File: src/rtl/if_fetch_unit.sv
// Instruction-fetch stage: PC, single-outstanding word fetch, in-order {pc, inst} queue.
// Optional IF_PERF_CNT_EN adds perf_fetched / perf_dropped counters.
module if_fetch_unit #(
    parameter logic [31:0] RESET_PC    = 32'h1c00_0000,
    parameter int          QUEUE_DEPTH = 4
) (
    input  logic        clk,
    input  logic        rst,
    output logic        imem_req,
    output logic [31:0] imem_addr,
    input  logic        imem_ready,
    input  logic        imem_rvalid,
    input  logic [31:0] imem_rdata,
    input  logic        br_taken,
    input  logic [31:0] br_target,
    input  logic        id_ready,
    output logic        inst_valid,
    output logic [31:0] inst,
    output logic [31:0] inst_pc,
    output logic [1:0]  fsm_state
`ifdef IF_PERF_CNT_EN
    ,
    output logic [31:0] perf_fetched,
    output logic [31:0] perf_dropped
`endif
);

    localparam int PW = $clog2(QUEUE_DEPTH);
    localparam int CW = PW + 1;

    localparam logic [1:0] IDLE = 2'd0;
    localparam logic [1:0] WAIT = 2'd1;
    localparam logic [1:0] DROP = 2'd2;

    logic [1:0]    state, state_nxt;
    logic [31:0]   fetch_pc;
    logic [31:0]   req_pc;
    logic [CW-1:0] count;
    logic [PW-1:0] rd_ptr, wr_ptr;
    logic [31:0]   q_inst [QUEUE_DEPTH];
    logic [31:0]   q_pc   [QUEUE_DEPTH];

    logic accept, push, pop, drop_ev;

    // Handshakes: a transfer happens on a cycle where valid and ready are both
    // high at the rising edge (imem_req/imem_ready, inst_valid/id_ready); valid
    // never depends on ready. imem_rvalid is a one-way strobe, one per accept.
    assign imem_req   = rst & (state == IDLE) & ~br_taken & (count < CW'(QUEUE_DEPTH));
    assign imem_addr  = fetch_pc;
    assign accept     = imem_req & imem_ready;
    assign push       = (state == WAIT) & imem_rvalid & ~br_taken;
    assign inst_valid = (count != '0);
    assign pop        = inst_valid & id_ready & ~br_taken;
    assign drop_ev    = imem_rvalid & (((state == WAIT) & br_taken) | (state == DROP));
    assign inst       = q_inst[rd_ptr];
    assign inst_pc    = q_pc[rd_ptr];
    assign fsm_state  = state;

    always_comb begin
        state_nxt = state;
        case (state)
            IDLE: if (accept) state_nxt = WAIT;
            WAIT: begin
                if (br_taken) state_nxt = imem_rvalid ? IDLE : DROP;
                else if (imem_rvalid) state_nxt = IDLE;
            end
            DROP: if (imem_rvalid) state_nxt = IDLE;
            default: state_nxt = IDLE;
        endcase
    end

    always_ff @(posedge clk or negedge rst) begin
        if (!rst) begin
            state    <= IDLE;
            fetch_pc <= RESET_PC;
            req_pc   <= RESET_PC;
        end else begin
            state <= state_nxt;
            if (br_taken) begin
                fetch_pc <= {br_target[31:2], 2'b00};
            end else if (accept) begin
                req_pc   <= fetch_pc;
                fetch_pc <= fetch_pc + 32'd4;
            end
        end
    end

    // A redirect clears the queue outright; same-cycle push and pop are void.
    always_ff @(posedge clk or negedge rst) begin
        if (!rst) begin
            count  <= '0;
            rd_ptr <= '0;
            wr_ptr <= '0;
        end else if (br_taken) begin
            count  <= '0;
            rd_ptr <= '0;
            wr_ptr <= '0;
        end else begin
            if (push) wr_ptr <= wr_ptr + PW'(1);
            if (pop)  rd_ptr <= rd_ptr + PW'(1);
            if (push && !pop)      count <= count + CW'(1);
            else if (!push && pop) count <= count - CW'(1);
        end
    end

    always_ff @(posedge clk or negedge rst) begin
        if (!rst) begin
            for (int i = 0; i < QUEUE_DEPTH; i++) begin
                q_inst[i] <= '0;
                q_pc[i]   <= '0;
            end
        end else if (push) begin
            q_inst[wr_ptr] <= imem_rdata;
            q_pc[wr_ptr]   <= req_pc;
        end
    end

`ifdef IF_PERF_CNT_EN
    always_ff @(posedge clk or negedge rst) begin
        if (!rst) begin
            perf_fetched <= '0;
            perf_dropped <= '0;
        end else begin
            if (push)    perf_fetched <= perf_fetched + 32'd1;
            if (drop_ev) perf_dropped <= perf_dropped + 32'd1;
        end
    end
`else
    logic unused_drop;
    assign unused_drop = drop_ev;
`endif

endmodule

File: config.mk
export PLATFORM = sky130hd
export DESIGN_NAME = if_fetch_unit
export DESIGN_NICKNAME = d
export VERILOG_FILES = /design/src/rtl/if_fetch_unit.sv
export SDC_FILE = /design/constraint.sdc
export NUM_CORES = 1
export LEC_CHECK = 0
export BUFFER_PORTS_ARGS = -buffer_cell sky130_fd_sc_hd__buf_2
export CAP_MARGIN = 10
export CORE_AREA = 5 5 160 162
export CTS_BUF_LIST = sky130_fd_sc_hd__clkbuf_4
export CTS_CLUSTER_SIZE = 8
export DETAILED_ROUTE_END_ITERATION = 16
export DIE_AREA = 0 0 165 167
export PLACE_DENSITY = 0.81
export SYNTH_ARGS = -nofsm -noshare
export SYNTH_HDL_FRONTEND = slang
export SYNTH_SLANG_ARGS = --single-unit
File: constraint.sdc
create_clock -name clk -period 6.9 [get_ports clk]
set_clock_uncertainty 0.15 [all_clocks]
set_input_delay 1.38 -clock clk [delete_from_list [all_inputs] [get_ports clk]]
set_output_delay 1.38 -clock clk [all_outputs]
set_load 0.01 [all_outputs]
==> flow_metrics.py <==
metrics = {
    "die": {
        "floorplan.rows": 57,
        "ioPinCount": 170,
        "fp.dieArea_sq_um": 27560,
        "die_width_microns": 165,
        "dieHeight_microns": 167,
        "start_util": 0.5926,
        "core-area_sq_um": 23960,
    },
    "timing": {
        "worstMarginPinSlew_ns": 1.055,
        "period_share": 0.6664,
        "fmax_mhz": 217.5,
        "setup_tns_ns": 0,
        "setup_slack_ns": 2.302,
        "rsz0062_at_grt": "false",
        "relSlewSlack": 0.2961,
        "hold_slack_ns": 0.3399,
        "setup_violations": 0,
        "fin_crit_ns": 4.598,
        "drv_slew": 0,
        "hold_violations": 0,
    },
    "finish": {
        "syn2layout_area_growth_pct": 14.33,
        "layout.nets": 1267,
        "drive_above_1_share": 0.4948,
    },
    "setup_path": {
        "cp.arrival_ns": 3.07,
        "critPathMaxStageDelay_ns": 1.07,
        "cp_slowest_cell": "dfrtp_4",
        "cp_top_family": "flip-flops",
        "crit_chain": "buf_4 -> mux4_2 -> buf_2",
        "worstPathRequired_ns": 5.37,
        "r2r_slack_ns": 4.06,
        "worstSetupPathType": "reg2out",
        "critPathLaunchType": "flip-flop",
        "cp-end-kind": "primary output",
        "critPathMaxFanout": 47,
        "critPathBufInv": 2,
    },
    "drt": {
        "remaining_drc_errors": 0,
        "antenna_left": 0,
        "viasPerCell": 5.948,
        "wirelength_microns": 31430,
        "drt_iter0_drc": 649,
        "vias": 9327,
        "drt_first_pass_iters": 5,
        "wl_per_cell_microns": 20.04,
    },
    "logic_synthesis": {
        "yosys_warnings": 0,
        "synthArstFlopShare": 1.000,
        "synth_edf_count": 0,
        "synth_top_area_share": 0.5480,
        "ys_types": 61,
        "syn_inst": 996,
        "ys_seq_area_frac": 0.5591,
        "ys_seq_elements": 317,
        "syn_area_per_cell_sq_um": 14.26,
        "synthTopCellsByArea": "dfrtp_1, mux2_2, mux4_2, nand2_1, mux2_1",
        "netlist_area_sq_um": 14200,
        "synth_flop_cell": "dfrtp_1",
        "yosys.area.top_type": "dfrtp_1",
    },
    "power_and_ir_drop": {
        "power_density_nw_per_um2": 331.5,
        "peakVddDrop_mv": 0.2125,
        "leakage_nw": 8.148,
    },
    "cts": {
        "cts_resized": 0,
        "cts_buffers": 83,
        "cts.sinks": 317,
        "cts_buffer_depth": 3,
        "cts_root_buffer": "clkbuf_4",
        "cts_setup_buffers": 0,
        "clk_latency_ns": 0.67,
        "clkTransAtPathRegs_ns": 0.07,
        "cts_hold_buffers": 0,
        "htree_levels": 3,
        "tritoncts": "done",
    },
    "global_route": {
        "grt_max_degree": 161,
        "first_global_vias": 10020,
        "antenna_found_initial": 1,
        "grt.overflow.total": 0,
        "grtUsageTotal": 0.2342,
        "grt_pass1_wl_microns": 51640,
    },
    "place": {
        "hpwl_microns": 19150,
        "dp_slack_ns": 2.446,
        "place.port_buffers": 163,
        "gp_congestion": 0.8306,
    },
    "job": {
        "cap_viol_max_count": 0,
    },
    "min_path": {
        "min_path_type": "reg2reg",
    },
    "run_status": {
        "status": "completed",
    },
}
[layout make-up]
| cell class | count | area [sq um] |
|---|---|---|
| Antenna cell | 1 | 2.502 |
| Clock buffer | 125 | 938.4 |
| Clock inverter | 12 | 72.57 |
| Fill cell | 1733 | 7727 |
| Inverter | 11 | 41.29 |
| Multi-Input combinational cell | 607 | 5932 |
| Sequential cell | 317 | 7945 |
| Tap cell | 324 | 405.4 |
| Timing Repair Buffer | 171 | 898.4 |
[metrics by stage]
step                      power (mW)  utilization  instance area, sq um  std cells
final                          5.381       0.6775                 16240       1568
after CTS                      5.453       0.6774                 16230       1567
after global placement         3.803       0.6352                 15220       1430
after floorplan                3.317            -                 14210        999
after global routing           5.709       0.6775                 16240       1568
after detailed placement       3.857       0.6352                 15220       1430
[synthesized netlist by cell type (all sizes together) (2+ instances only)]
cell type and number:
a21oi 3, o311a 2, a211oi 2, o211ai 10
nand4 10, xnor2 5, a221o 3, o31ai 6
and3 6, and2 4, buf 44, dfrtp 311
o21ai 11, o311ai 14, nor2 13, nor3 4
mux2 248, dfstp 6, inv 11, nand3 22
nand2 120, ha 5, or3 3, mux4 62
a22oi 6, o31a 2, or4 11, nor2b 6
clkbuf 20, and4 5
[tightest hold or removal path: stages, from the launching register on]
cell	delay, ns
dfstp_2	0.39
nand2_1	0.06
nand2_1	0.04
[worst paths after layout]
check | from | end | depth (start not counted)
worst min register to register | req_pc[26] | req_pc[26] | 2
worst max-delay path | rd_ptr[0] | inst_pc[16] | 3
worst max register to register | fsm_state[1] | q_pc[48] | 4
max in group asynchronous | rst | rd_ptr[0] | 2
worst min-delay path | req_pc[26] | req_pc[26] | 2
min in group asynchronous | rst | q_pc[106] | 1
[per-layer routing]
metal | track usage | part of all wire | vias up
li1 | - | - | 4122
met1 | 0.3181 | 0.42 | 4797
met2 | 0.3675 | 0.49 | 342
met3 | 0.06451 | 0.069 | 66
met4 | 0.07957 | 0.021 | 0
met5 | 0 | 0 | -
[state kept, by name (all words and copies together), names as in the netlist]
| signal | cells |
|---|---|
| count | 3 |
| fsm_state | 2 |
| imem_addr | 30 |
| q_inst | 128 |
| q_pc | 120 |
| rd_ptr | 2 |
| req_pc | 30 |
| wr_ptr | 2 |
[cells in the final DEF (no fill, tap or decap), types with 2 or more instances in the layout]
cell      instances
o211ai_1         10
o311a_1           2
or4_1            11
a221o_1           3
buf_4             7
o31ai_1           6
nor2_1           11
and3_1            6
o311ai_0         12
or3_1             3
mux2_2          231
clkinv_1          5
nand3_1          21
nand4_1           9
ha_1              5
a21oi_1           3
nand2_1         115
nand2_4           4
and4_1            5
o21ai_0          10
xnor2_1           5
a211oi_1          2
dfstp_2           6
a22oi_1           6
and2_1            4
mux4_2           62
nor3_1            4
inv_2             5
conb_1            4
nor2b_1           6
o311ai_1          2
clkbuf_4        125
o31a_1            2
mux2_1           17
buf_2           162
dfrtp_1         309
inv_1            11
[cell families after synthesis]
family,after synthesis,synth area share
mux,311,0.2957
fa+ha+maj,6,0.005815
simple gates,214,0.07463
flops,317,0.5591
compound gates,66,0.03524
other cells,1,0.0002641
buf+inv,75,0.02555
xor+xnor,6,0.003700
[report_power, final]
group / total [mW] / internal [mW] / leakage [nW] / switching (mW)
Clock: 1.58 / 0.855 / 0.622 / 0.722
Combinational: 1.30 / 0.722 / 3.29 / 0.578
Sequential: 2.51 / 2.17 / 4.24 / 0.339
Total: 5.38 / 3.74 / 8.15 / 1.64
Power figures use the tool's default switching activity.
